## config.mk

```make
export PLATFORM = sky130hd
export DESIGN_NAME = alu_arbiter_flat
export DESIGN_NICKNAME = d
export VERILOG_FILES = /design/src/rtl/alu_pkg.sv /design/src/rtl/alu_arbiter_if.sv /design/src/rtl/alu.sv /design/src/rtl/alu_arbiter.sv /design/src/flat_wrapper.sv
export SDC_FILE = /design/constraint.sdc
export NUM_CORES = 1
export LEC_CHECK = 0
export BUFFER_PORTS_ARGS = -buffer_cell sky130_fd_sc_hd__buf_2
export CORE_MARGIN = 4
export CORE_UTILIZATION = 53
export DETAILED_ROUTE_END_ITERATION = 16
export GPL_ROUTABILITY_DRIVEN = 1
export GPL_TIMING_DRIVEN = 0
export PLACE_DENSITY = 0.76
export SLEW_MARGIN = 15
export SYNTH_ARGS = -nofsm -noshare
export SYNTH_HDL_FRONTEND = slang
export SYNTH_SLANG_ARGS = --single-unit
```

## constraint.sdc

```tcl
create_clock -name clk -period 10.6 [get_ports clk]
set_input_delay 1.59 -clock clk [delete_from_list [all_inputs] [get_ports clk]]
set_output_delay 1.59 -clock clk [all_outputs]
set_load 0.005 [all_outputs]
```

## src/rtl/alu_pkg.sv

```systemverilog
// Shared definitions for the ALU arbiter slice: default widths, opcodes, FSM states.
package alu_pkg;

    localparam int DATA_W = 16;
    localparam int OP_W   = 6;
    localparam int SH_W   = 5;

    localparam int ALU_OP_ADD = 1;
    localparam int ALU_OP_SUB = 2;
    localparam int ALU_OP_AND = 3;
    localparam int ALU_OP_OR  = 4;
    localparam int ALU_OP_XOR = 5;
    localparam int ALU_OP_SHR = 6;

    typedef enum logic [1:0] {
        IDLE,
        EXEC,
        RESP
    } state_t;

endpackage

```

## src/rtl/alu_arbiter_if.sv

```systemverilog
// Request/response bus between two requesters and the ALU arbiter.
interface alu_arbiter_if
    import alu_pkg::*;
#(
    parameter int DATA_W = alu_pkg::DATA_W,
    parameter int OP_W   = alu_pkg::OP_W,
    parameter int SH_W   = alu_pkg::SH_W
);

    logic [1:0]          req_valid;
    logic [1:0]          req_ready;
    logic [2*OP_W-1:0]   req_opcode;
    logic [2*DATA_W-1:0] req_a;
    logic [2*DATA_W-1:0] req_b;
    logic [2*SH_W-1:0]   req_shift;
    logic                rsp_valid;
    logic                rsp_ready;
    logic                rsp_id;
    logic [DATA_W-1:0]   rsp_y;

    modport master (
        output req_valid, req_opcode, req_a, req_b, req_shift, rsp_ready,
        input  req_ready, rsp_valid, rsp_id, rsp_y
    );

    modport slave (
        input  req_valid, req_opcode, req_a, req_b, req_shift, rsp_ready,
        output req_ready, rsp_valid, rsp_id, rsp_y
    );

endinterface

```

## src/rtl/alu.sv

```systemverilog
// Combinational ALU; unknown opcodes pass operand A through unchanged.
module alu
    import alu_pkg::*;
#(
    parameter int DATA_W = alu_pkg::DATA_W,
    parameter int OP_W   = alu_pkg::OP_W,
    parameter int SH_W   = alu_pkg::SH_W
) (
    input  logic [OP_W-1:0]   opcode,
    input  logic [DATA_W-1:0] A,
    input  logic [DATA_W-1:0] B,
    input  logic [SH_W-1:0]   shift,
    output logic [DATA_W-1:0] Y
);

    // Opcode decode; results are truncated to DATA_W with no flags.
    always_comb begin
        Y = A;
        case (opcode)
            OP_W'(ALU_OP_ADD): Y = (A << shift) + B;
            OP_W'(ALU_OP_SUB): Y = A - B;
            OP_W'(ALU_OP_AND): Y = A & B;
            OP_W'(ALU_OP_OR):  Y = A | B;
            OP_W'(ALU_OP_XOR): Y = A ^ B;
            OP_W'(ALU_OP_SHR): Y = A >> shift;
            default:           Y = A;
        endcase
    end

endmodule

```

## src/rtl/alu_arbiter.sv

```systemverilog
// Two-requester round-robin front end for a single shared ALU.
// One operation in flight: IDLE (accept) -> EXEC (compute) -> RESP (hold result).
module alu_arbiter
    import alu_pkg::*;
#(
    parameter int DATA_W = alu_pkg::DATA_W,
    parameter int OP_W   = alu_pkg::OP_W,
    parameter int SH_W   = alu_pkg::SH_W
) (
    input  logic          clk,
    input  logic          rst_n,
    alu_arbiter_if.slave  bus
);

    state_t            state;
    logic              ptr;        // requester that wins the next tie
    logic              any_valid;
    logic              gnt_id;

    logic [OP_W-1:0]   sel_op;
    logic [DATA_W-1:0] sel_a;
    logic [DATA_W-1:0] sel_b;
    logic [SH_W-1:0]   sel_sh;

    logic [OP_W-1:0]   op_r;
    logic [DATA_W-1:0] a_r;
    logic [DATA_W-1:0] b_r;
    logic [SH_W-1:0]   sh_r;
    logic              id_r;

    logic              rsp_valid_r;
    logic              rsp_id_r;
    logic [DATA_W-1:0] rsp_y_r;
    logic [DATA_W-1:0] alu_y;

    // Grant selection: a lone requester always wins, a tie goes to ptr.
    always_comb begin
        any_valid = |bus.req_valid;
        gnt_id    = (&bus.req_valid) ? ptr : bus.req_valid[1];
    end

    // Operand mux for the granted requester.
    always_comb begin
        sel_op = bus.req_opcode[int'(gnt_id)*OP_W   +: OP_W];
        sel_a  = bus.req_a     [int'(gnt_id)*DATA_W +: DATA_W];
        sel_b  = bus.req_b     [int'(gnt_id)*DATA_W +: DATA_W];
        sel_sh = bus.req_shift [int'(gnt_id)*SH_W   +: SH_W];
    end

    // Ready is one-hot on the granted requester, only in IDLE and out of reset.
    always_comb begin
        bus.req_ready = '0;
        if (rst_n && state == IDLE && any_valid) begin
            bus.req_ready[gnt_id] = 1'b1;
        end
    end

    // Response outputs come straight from registers.
    always_comb begin
        bus.rsp_valid = rsp_valid_r;
        bus.rsp_id    = rsp_id_r;
        bus.rsp_y     = rsp_y_r;
    end

    alu #(
        .DATA_W (DATA_W),
        .OP_W   (OP_W),
        .SH_W   (SH_W)
    ) u_alu (
        .opcode (op_r),
        .A      (a_r),
        .B      (b_r),
        .shift  (sh_r),
        .Y      (alu_y)
    );

    // Sequencer: capture on accept, register ALU result, hold until consumed.
    always_ff @(posedge clk or negedge rst_n) begin
        if (!rst_n) begin
            state       <= IDLE;
            ptr         <= 1'b0;
            op_r        <= '0;
            a_r         <= '0;
            b_r         <= '0;
            sh_r        <= '0;
            id_r        <= 1'b0;
            rsp_valid_r <= 1'b0;
            rsp_id_r    <= 1'b0;
            rsp_y_r     <= '0;
        end else begin
            case (state)
                IDLE: begin
                    if (any_valid) begin
                        op_r  <= sel_op;
                        a_r   <= sel_a;
                        b_r   <= sel_b;
                        sh_r  <= sel_sh;
                        id_r  <= gnt_id;
                        state <= EXEC;
                    end
                end
                EXEC: begin
                    rsp_y_r     <= alu_y;
                    rsp_id_r    <= id_r;
                    rsp_valid_r <= 1'b1;
                    state       <= RESP;
                end
                RESP: begin
                    if (bus.rsp_ready) begin
                        rsp_valid_r <= 1'b0;
                        // ptr holds the tie winner, so the last owner is stored inverted;
                        // this keeps requester 0 first after reset.
                        ptr         <= ~rsp_id_r;
                        state       <= IDLE;
                    end
                end
                default: state <= IDLE;
            endcase
        end
    end

endmodule

```

## src/flat_wrapper.sv

```systemverilog
// flat-port wrapper written by rule: the top's interface ports become plain ports
module alu_arbiter_flat import alu_pkg::*;
#(
    parameter int DATA_W = alu_pkg::DATA_W,
    parameter int OP_W   = alu_pkg::OP_W,
    parameter int SH_W   = alu_pkg::SH_W
)
  (clk, rst_n, bus_req_valid, bus_req_opcode, bus_req_a, bus_req_b, bus_req_shift, bus_rsp_ready, bus_req_ready, bus_rsp_valid, bus_rsp_id, bus_rsp_y);
  alu_arbiter_if #(.DATA_W(DATA_W), .OP_W(OP_W), .SH_W(SH_W)) bus_i ();
  input  logic clk;
  input  logic rst_n;
  input wire logic [$bits(bus_i.req_valid)-1:0] bus_req_valid;
  input wire logic [$bits(bus_i.req_opcode)-1:0] bus_req_opcode;
  input wire logic [$bits(bus_i.req_a)-1:0] bus_req_a;
  input wire logic [$bits(bus_i.req_b)-1:0] bus_req_b;
  input wire logic [$bits(bus_i.req_shift)-1:0] bus_req_shift;
  input wire logic [$bits(bus_i.rsp_ready)-1:0] bus_rsp_ready;
  output wire logic [$bits(bus_i.req_ready)-1:0] bus_req_ready;
  output wire logic [$bits(bus_i.rsp_valid)-1:0] bus_rsp_valid;
  output wire logic [$bits(bus_i.rsp_id)-1:0] bus_rsp_id;
  output wire logic [$bits(bus_i.rsp_y)-1:0] bus_rsp_y;
  assign bus_i.req_valid = bus_req_valid;
  assign bus_i.req_opcode = bus_req_opcode;
  assign bus_i.req_a = bus_req_a;
  assign bus_i.req_b = bus_req_b;
  assign bus_i.req_shift = bus_req_shift;
  assign bus_i.rsp_ready = bus_rsp_ready;
  assign bus_req_ready = bus_i.req_ready;
  assign bus_rsp_valid = bus_i.rsp_valid;
  assign bus_rsp_id = bus_i.rsp_id;
  assign bus_rsp_y = bus_i.rsp_y;
  alu_arbiter #(.DATA_W(DATA_W), .OP_W(OP_W), .SH_W(SH_W)) u_core (.clk(clk), .rst_n(rst_n), .bus(bus_i));
endmodule
```

==> flow_summary.rst, run 1 <==
.. list-table::
   :header-rows: 1

   * - Metric
     - Value
   * - Layout area overhead
     - 15.6%
   * - Die extent in x
     - 121 um
   * - Count of hold buffers inserted by post-cts repair
     - 0
   * - Share of post-route cells with drive strength above 1
     - 17.6%
   * - Clock latency on the worst-skew pair
     - 340 ps
   * - Setup slack after layout
     - 5930 ps
   * - Number of cells upsized or downsized after cts
     - 0
   * - WL final
     - 22.7 mm
   * - Final HPWL DP
     - 17.9 mm
   * - Crit-path max FO
     - 10
   * - Final Cycle Share
     - 44.1%
   * - Fmax
     - 214 MHz
   * - Result of the run
     - finished clean
   * - Number of buffers and inverters on the critical path
     - 3
   * - Leftover overflow at the end of global routing
     - 0
   * - Type of origin of the critical path
     - input pin
   * - Area of all placed cells without fillers
     - 7770 um^2
   * - Most common cell after layout, fill and taps aside
     - buf_2
   * - Post-Synthesis Cells
     - 837
   * - Routed Antenna Nets
     - 0
   * - Max-cap viol count
     - 0
   * - Net Count, Synth
     - 992
   * - Clock slew at reported path FFs
     - 60 ps
   * - Fraction of registers with async set or reset after synthesis
     - 100%
   * - Syn avg cell area
     - 8.03 um^2
   * - Actual slew at the worst max-slew pin
     - 835 ps
   * - Row count
     - 40
   * - Post-DR wirelength/cell
     - 20.0 um
   * - Synthesized flop and latch total
     - 65
   * - Vias per cell
     - 6.16
   * - Most frequently used flop master after synthesis
     - dfrtp_1
   * - Number of buffers added on ports
     - 110
   * - Filler cell count
     - 1164
   * - Slew Viols, Final
     - 0
   * - Total CTS buffers
     - 9
   * - Unrepaired setup endpoints after global routing
     - false
   * - Number of antenna diodes
     - 0
   * - Post-layout total power
     - 2630 uW
   * - Drc violations
     - 0
   * - CTS tree
     - built
   * - WS Path Type
     - in2out
   * - Number of H-tree levels
     - 3
   * - Die boundary height
     - 121 um
   * - Cell total after placement
     - 1116
   * - Core region area
     - 12200 um^2
   * - Global-route wire length before repair
     - 35.5 mm
   * - Cell-by-cell trace of the critical path
     - buf_2 > nor2_1 > nor3_1 > clkbuf_1 > and3_1 > buf_2
   * - Post-synth EDFFs
     - 0
   * - Data arrival time of the worst path
     - 3080 ps
   * - Antenna violations before repair
     - 0
   * - Largest net degree at the start of global routing
     - 43
   * - Max incr delay on CP
     - 640 ps
   * - Final Skew
     - 6.74 ps
   * - Number of nets in the layout
     - 1114
   * - Finished Layout Cells
     - 1132
   * - Setup slack after placement
     - 5920 ps
   * - Required time worst endpoint
     - 9010 ps
   * - Buffer cell driving the clock tree root
     - clkbuf_16
   * - Leakage
     - 0.00371 uW
   * - Number of global-route vias before repair
     - 6615
   * - Worst slew margin relative to its limit
     - 43.9%
   * - Hold Crit Class
     - reg2reg
   * - Number of endpoints with negative hold slack in the final report
     - 0
   * - Netlist area before placement
     - 6720 um^2
   * - Router iterations before antenna repair
     - 7
   * - Crit-path slowest cell
     - nor3_1
   * - Count of unique library cells instantiated by Yosys
     - 72
   * - Cell area reported after detailed placement
     - 7510 um^2
   * - # setup viols final
     - 0
   * - Critical path's top delay family
     - simple AND/OR/NAND/NOR gates
   * - Commonest non-fill, non-tap cells in the layout
     - buf_2, nor2_1, a21oi_1, mux2i_1, dfrtp_1
   * - Die area
     - 14600 um^2
   * - Drt initial violations
     - 844
   * - Aggregate global-route resource usage
     - 31.0%
   * - PD cells
     - 338 nW/um^2
   * - Type of destination of the critical path
     - primary output
   * - Number of warnings issued by yosys
     - 0
   * - Count of pins on the block boundary
     - 111
   * - Starting density of the core
     - 55.1%
   * - Post-CTS repair timing setup buffer count
     - 0
   * - Portion of the post-synthesis area used by sequential elements
     - 24.2%
   * - VDD IR-drop max
     - 200 uV
   * - Gp weighted congestion
     - 1.03
   * - Cell occurring most often along the worst timing path
     - buf_2
   * - Via total after detailed routing
     - 6976
   * - CTS max path bufs
     - 2
   * - Clk sinks
     - 65
   * - Shortest period the worst path allows
     - 4670 ps
   * - Setup TNS
     - 0 ps
==> report_power, final <==
part	internal [uW]	switching [uW]	total, uW	leakage (uW)
sequential	371	192	563	0.000735
combinational	693	1100	1790	0.00286
clock	157	114	271	0.000122
==> sequential cells by signal (all words and copies together), names as in the netlist <==
register	cells
u_core.sh_r	5
u_core.op_r	6
u_core.bus.rsp_valid	1
u_core.bus.rsp_id	1
u_core.id_r	1
u_core.a_r	16
u_core.bus.rsp_y	16
u_core.ptr	1
u_core.b_r	16
u_core.state	2
==> cells by family (layout without fill, tap and decap cells) <==
kind of cell | after synthesis | after routing | share of synthesized area, %
xor+xnor | 15 | 15 | 1.95
mux | 81 | 81 | 13.9
fa+ha+maj | 64 | 64 | 12.1
flops | 65 | 65 | 24.2
buf+inv | 105 | 232 | 6.63
compound gates | 261 | 261 | 24.4
simple gates | 246 | 246 | 16.8
==> routing by layer <==
metal | share of wire (%) | wire length (um) | track usage [%] | vias to the layer above
met2 | 43 | 9840 | 47.6 | 392
met5 | 0 | 0 | 0 | -
met4 | 3.9 | 892 | 11.8 | 0
li1 | - | - | - | 3278
met1 | 42 | 9490 | 43.4 | 3239
met3 | 11 | 2460 | 5.99 | 67
==> synth_stat cells, drive strengths merged, types with 5 or more instances <==
cell       n  area [um^2]
a21oi    107          539
nor2b      5         31.3
nand3     17         85.1
xnor2      8         70.1
o21ai     51          255
or3        7         43.8
a221oi    10         87.6
a22oi      5         37.5
nand2     46          173
nand2b    10         62.6
mux2i     69          691
o2111ai    7         61.3
o211ai     7         52.6
ha        62          776
dfrtp     65         1630
nor3b      5         37.5
nor2     116          443
clkbuf    29          110
mux4       9          210
inv       53          199
xor2       7         61.3
buf       22          133
a211oi    18          153
nor3      14         75.1
o31ai      6         45.0
and2       6         37.5
and3       8         50.1
o22ai      9         56.3
==> worst min-delay path, cell delays in order, from the launching register on <==
cell and delay (ps):
dfrtp_1 330, nand2_1 50, nand2_1 50
==> final timing paths <==
kind	slack, ps	cells past startpoint	endpoint	startpoint
max	5930	6	bus_req_ready[0]	bus_req_valid[0]
min in group asynchronous	1160	1	u_core.bus.rsp_valid$_DFFE_PN0P_	rst_n
min reg2reg	470	2	u_core.bus.rsp_y[1]$_DFFE_PN0P_	u_core.bus.rsp_y[1]$_DFFE_PN0P_
max in group asynchronous	8900	2	u_core.b_r[10]$_DFFE_PN0P_	rst_n
max reg2reg	6390	14	u_core.bus.rsp_y[11]$_DFFE_PN0P_	u_core.sh_r[0]$_DFFE_PN0P_
min	470	2	u_core.bus.rsp_y[1]$_DFFE_PN0P_	u_core.bus.rsp_y[1]$_DFFE_PN0P_
==> cell type report <==
class	instances	area, um^2	share of cell area (%)
Timing Repair Buffer	111	573	7.37
Sequential cell	65	1630	20.9
Multi-Input combinational cell	667	4650	59.8
Tap cell	168	210	2.70
Clock buffer	11	233	2.99
Inverter	54	203	2.61
Clock inverter	5	32.5	0.419
Buffer	51	243	3.12
==> per-stage QoR <==
stage,hold WS (ps),util [%]
6_report,468,63.6
5_1_grt,506,63.6
3_3_place_gp,454,61.3
2_1_floorplan,443,-
3_5_place_dp,460,61.5
4_1_cts,474,63.6
(Power assumes the default switching activity.)
==> run 2, diff against run 1 <==
--- a/config.mk
+++ b/config.mk
@@ -5,6 +5,7 @@
 export SDC_FILE = /design/constraint.sdc
 export NUM_CORES = 1
 export LEC_CHECK = 0
+export ABC_AREA = 1
 export BUFFER_PORTS_ARGS = -buffer_cell sky130_fd_sc_hd__buf_2
 export CORE_MARGIN = 4
 export CORE_UTILIZATION = 53
==> constraint.sdc (replaced) <==
create_clock -name clk -period 4.6 [get_ports clk]
set_input_delay 0.69 -clock clk [delete_from_list [all_inputs] [get_ports clk]]
set_output_delay 0.69 -clock clk [all_outputs]
set_load 0.005 [all_outputs]
==> flow_summary.rst, run 2 <==
.. list-table::
   :header-rows: 1

   * - Metric
     - Value
   * - Clock latency on the worst-skew pair
     - 350 ps (about the same)
   * - VDD IR-drop max
     - 436 uV (+120%)
   * - Number of H-tree levels
     - 3 (unchanged)
   * - Hold Crit Class
     - in2async
   * - Number of cells upsized or downsized after cts
     - 0 (unchanged)
   * - Library cell occupying the most area in the post-synthesis netlist
     - dfrtp_1
   * - Die area
     - 14500 um^2 (-0.21%)
   * - Count of hold buffers inserted by post-cts repair
     - 0 (unchanged)
   * - Clock slew at reported path FFs
     - 60 ps (about the same)
   * - Post-DR wirelength/cell
     - 20.2 um (+0.94%)
   * - Row count
     - 40 (unchanged)
   * - Via total after detailed routing
     - 7983 (+14%)
   * - Aggregate global-route resource usage
     - 37.1% (+6.1 points)
   * - WS Path Type
     - reg2reg
   * - Die extent in x
     - 121 um (-0.10%)
   * - CTS tree
     - built
   * - Number of nets in the layout
     - 1322 (+19%)
   * - Layout area overhead
     - 16.7%
   * - Core region area
     - 12200 um^2 (unchanged)
   * - WL final
     - 27.1 mm (+19%)
   * - Number of buffers added on ports
     - 110 (unchanged)
   * - Syn avg cell area
     - 6.42 um^2 (-20%)
   * - Post-layout total power
     - 6730 uW (+160%)
   * - Setup slack after layout
     - 1100 ps (-4830 ps)
   * - Number of warnings issued by yosys
     - 0 (unchanged)
   * - Drt initial violations
     - 1030 (+22%)
   * - Max-cap viol count
     - 0 (unchanged)
   * - Leftover overflow at the end of global routing
     - 0 (unchanged)
   * - Total CTS buffers
     - 9 (unchanged)
   * - Post-CTS repair timing setup buffer count
     - 0 (unchanged)
   * - Buffer cell driving the clock tree root
     - clkbuf_16
   * - Setup TNS
     - 0 ps (unchanged)
   * - Starting density of the core
     - 54.9% (-0.12 points)
   * - Type of destination of the critical path
     - register
   * - Netlist area before placement
     - 6710 um^2 (-0.22%)
   * - Uppermost routed layer
     - met4
   * - Fmax
     - 285 MHz
   * - CTS max path bufs
     - 2 (unchanged)
   * - Result of the run
     - finished clean
   * - Unrepaired setup endpoints after global routing
     - false
   * - Commonest non-fill, non-tap cells in the layout
     - nand2_1, nor2_1, buf_2, o21ai_0, inv_1
   * - Number of global-route vias before repair
     - 7410 (+12%)
   * - Routed Antenna Nets
     - 0 (unchanged)
   * - Portion of the post-synthesis area used by sequential elements
     - 24.2% (+0.054 points)
   * - Most frequently used flop master after synthesis
     - dfrtp_1
   * - Router iterations before antenna repair
     - 6 (-1)
   * - Top-count cell post-synth
     - nand2_1
   * - Filler cell count
     - 1180 (+1.4%)
   * - Vias per cell
     - 5.96 (-3.3%)
   * - Wire length the detailed router placed on met1
     - 11.0 mm (+15%)
   * - Crit-path max FO
     - 10 (unchanged)
   * - Final Skew
     - 10.1 ps (+3.40 ps)
   * - Post-synth EDFFs
     - 0 (unchanged)
   * - Required time worst endpoint
     - 4840 ps (-4170 ps)
   * - Most numerous cell types in the synthesized netlist
     - nand2_1, nor2_1, o21ai_0, inv_1, nand3_1
   * - Number of antenna diodes
     - 0 (unchanged)
   * - Slew Viols, Final
     - 0 (unchanged)
   * - Final Cycle Share
     - 76.1%
   * - Largest net degree at the start of global routing
     - 63 (+47%)
   * - Worst slew margin relative to its limit
     - 57.3% (+13 points)
   * - Die boundary height
     - 121 um (-0.10%)
   * - Leakage
     - 0.00402 uW (+8.2%)
   * - Drc violations
     - 0 (unchanged)
   * - Antenna violations before repair
     - 0 (unchanged)
   * - Clk sinks
     - 65 (unchanged)
   * - # setup viols final
     - 0 (unchanged)
   * - Core occupancy in the finished layout
     - 64.1% (+0.45 points)
   * - Number of endpoints with negative hold slack in the final report
     - 0 (unchanged)
   * - Cell occurring most often along the worst timing path
     - nand3_1
   * - Fraction of registers with async set or reset after synthesis
     - 100% (unchanged)
   * - Count of unique library cells instantiated by Yosys
     - 48 (-33%)
   * - Detailed route wirelength on metal3
     - 2.96 mm (+20%)
   * - Type of origin of the critical path
     - register
   * - Data arrival time of the worst path
     - 3740 ps (+660 ps)
   * - Share of post-route cells with drive strength above 1
     - 14.8% (-2.8 points)
   * - Cell total after placement
     - 1324 (+19%)
   * - Net Count, Synth
     - 1200 (+21%)
   * - Actual slew at the worst max-slew pin
     - 641 ps (-194 ps)
   * - Shortest period the worst path allows
     - 3500 ps
   * - Top area cells in the synthesized netlist
     - dfrtp_1, nand2_1, ha_1, o21ai_0, nor2_1
   * - Total met2 wirelength after detailed routing
     - 11.7 mm (+19%)
   * - Max incr delay on CP
     - 460 ps (-180 ps)
   * - Crit-path slowest cell
     - dfrtp_1
   * - Setup slack after placement
     - 1200 ps (-4720 ps)
   * - Synthesized flop and latch total
     - 65 (unchanged)
   * - Yosys top cell area share
     - 24.2% (+0.054 points)
   * - Reg-to-reg startpoint
     - u_core.sh_r[2]$_DFFE_PN0P_
   * - Final HPWL DP
     - 21.5 mm (+20%)
   * - Post-Synthesis Cells
     - 1045 (+25%)
   * - Most common cell after layout, fill and taps aside
     - nand2_1
   * - Finished Layout Cells
     - 1340 (+18%)
   * - PD cells
     - 860 nW/um^2 (+150%)
   * - Count of pins on the block boundary
     - 111 (unchanged)
   * - Cell-by-cell trace of the critical path
     - clkinv_1 > buf_2 > buf_1 > nand3_1 > o32ai_1 > ha_1 > nand2_1 > nor2_1 > a21oi_1 > nand3_1 > nand3_1 > nand3_1 > nand2_1 > nand2_1
   * - Crit. Startpoint
     - u_core.sh_r[2]$_DFFE_PN0P_
   * - Gp weighted congestion
     - 1.10 (+6.1%)
   * - Global-route wire length before repair
     - 41.1 mm (+16%)
-- run 2: critical path, delay by kind of cell (launching register included) --
family	cells	cell delay, ps
DFF	1	460
adders and majority gates	1	380
and+or+nand+nor	8	1160
buffers and inverters	3	850
AOI/OAI and AO/OA	2	540
-- run 2: metrics by stage --
| step | cell area, um^2 | hold slack, ps |
|---|---|---|
| after detailed placement | 7500 | 465 |
| final | 7830 | 141 |
| after floorplan | 6710 | 394 |
| after global placement | 7470 | 460 |
| after CTS | 7830 | 143 |
| after global routing | 7830 | 140 |
-- run 2: logic make-up after synthesis --
| family | Yosys count | synth area share [%] |
|---|---|---|
| xor+xnor | 2 | 0.261 |
| simple gates | 498 | 31.6 |
| mux | 2 | 0.298 |
| fa+ha+maj | 64 | 12.2 |
| buf+inv | 150 | 9.23 |
| flops | 65 | 24.2 |
| compound gates | 264 | 22.2 |
-- run 2: power breakdown --
part           total [uW]  internal, uW  switching, uW  leakage [uW]
Clock                 764           481            283      0.000162
Sequential           1340           858            486      0.000791
Combinational        4620          1510           3110       0.00307
Total                6730          2850           3880       0.00402
-- run 2: path summary, 6_finish.rpt --
check	to	slack, ps	depth (start not counted)
max in group asynchronous	u_core.b_r[3]$_DFFE_PN0P_	3950	2
worst min register to register	u_core.bus.rsp_y[11]$_DFFE_PN0P_	480	2
worst max-delay path	u_core.bus.rsp_y[13]$_DFFE_PN0P_	1100	14
min in group clk	u_core.bus.rsp_y[11]$_DFFE_PN0P_	480	2
worst max register to register	u_core.bus.rsp_y[13]$_DFFE_PN0P_	1100	14
worst min-delay path	u_core.b_r[15]$_DFFE_PN0P_	140	1
-- run 2: final cells by class --
| cell class | count | area (um^2) | share of cell area, % |
|---|---|---|---|
| repair buffers | 111 | 581 | 7.42 |
| clock buffers | 9 | 225 | 2.88 |
| clock inverters | 7 | 103 | 1.31 |
| plain buffers | 42 | 211 | 2.70 |
| inverters | 108 | 408 | 5.21 |
| flip-flops and latches | 65 | 1630 | 20.8 |
| well taps | 168 | 210 | 2.69 |
| multi-input cells | 830 | 4460 | 57.0 |
-- run 2: per-layer routing --
| layer | up-vias | track usage (%) |
|---|---|---|
| li1 | 3763 | - |
| met1 | 3602 | 50.1 |
| met2 | 512 | 55.7 |
| met3 | 106 | 8.09 |
| met4 | 0 | 19.3 |
| met5 | - | 0 |
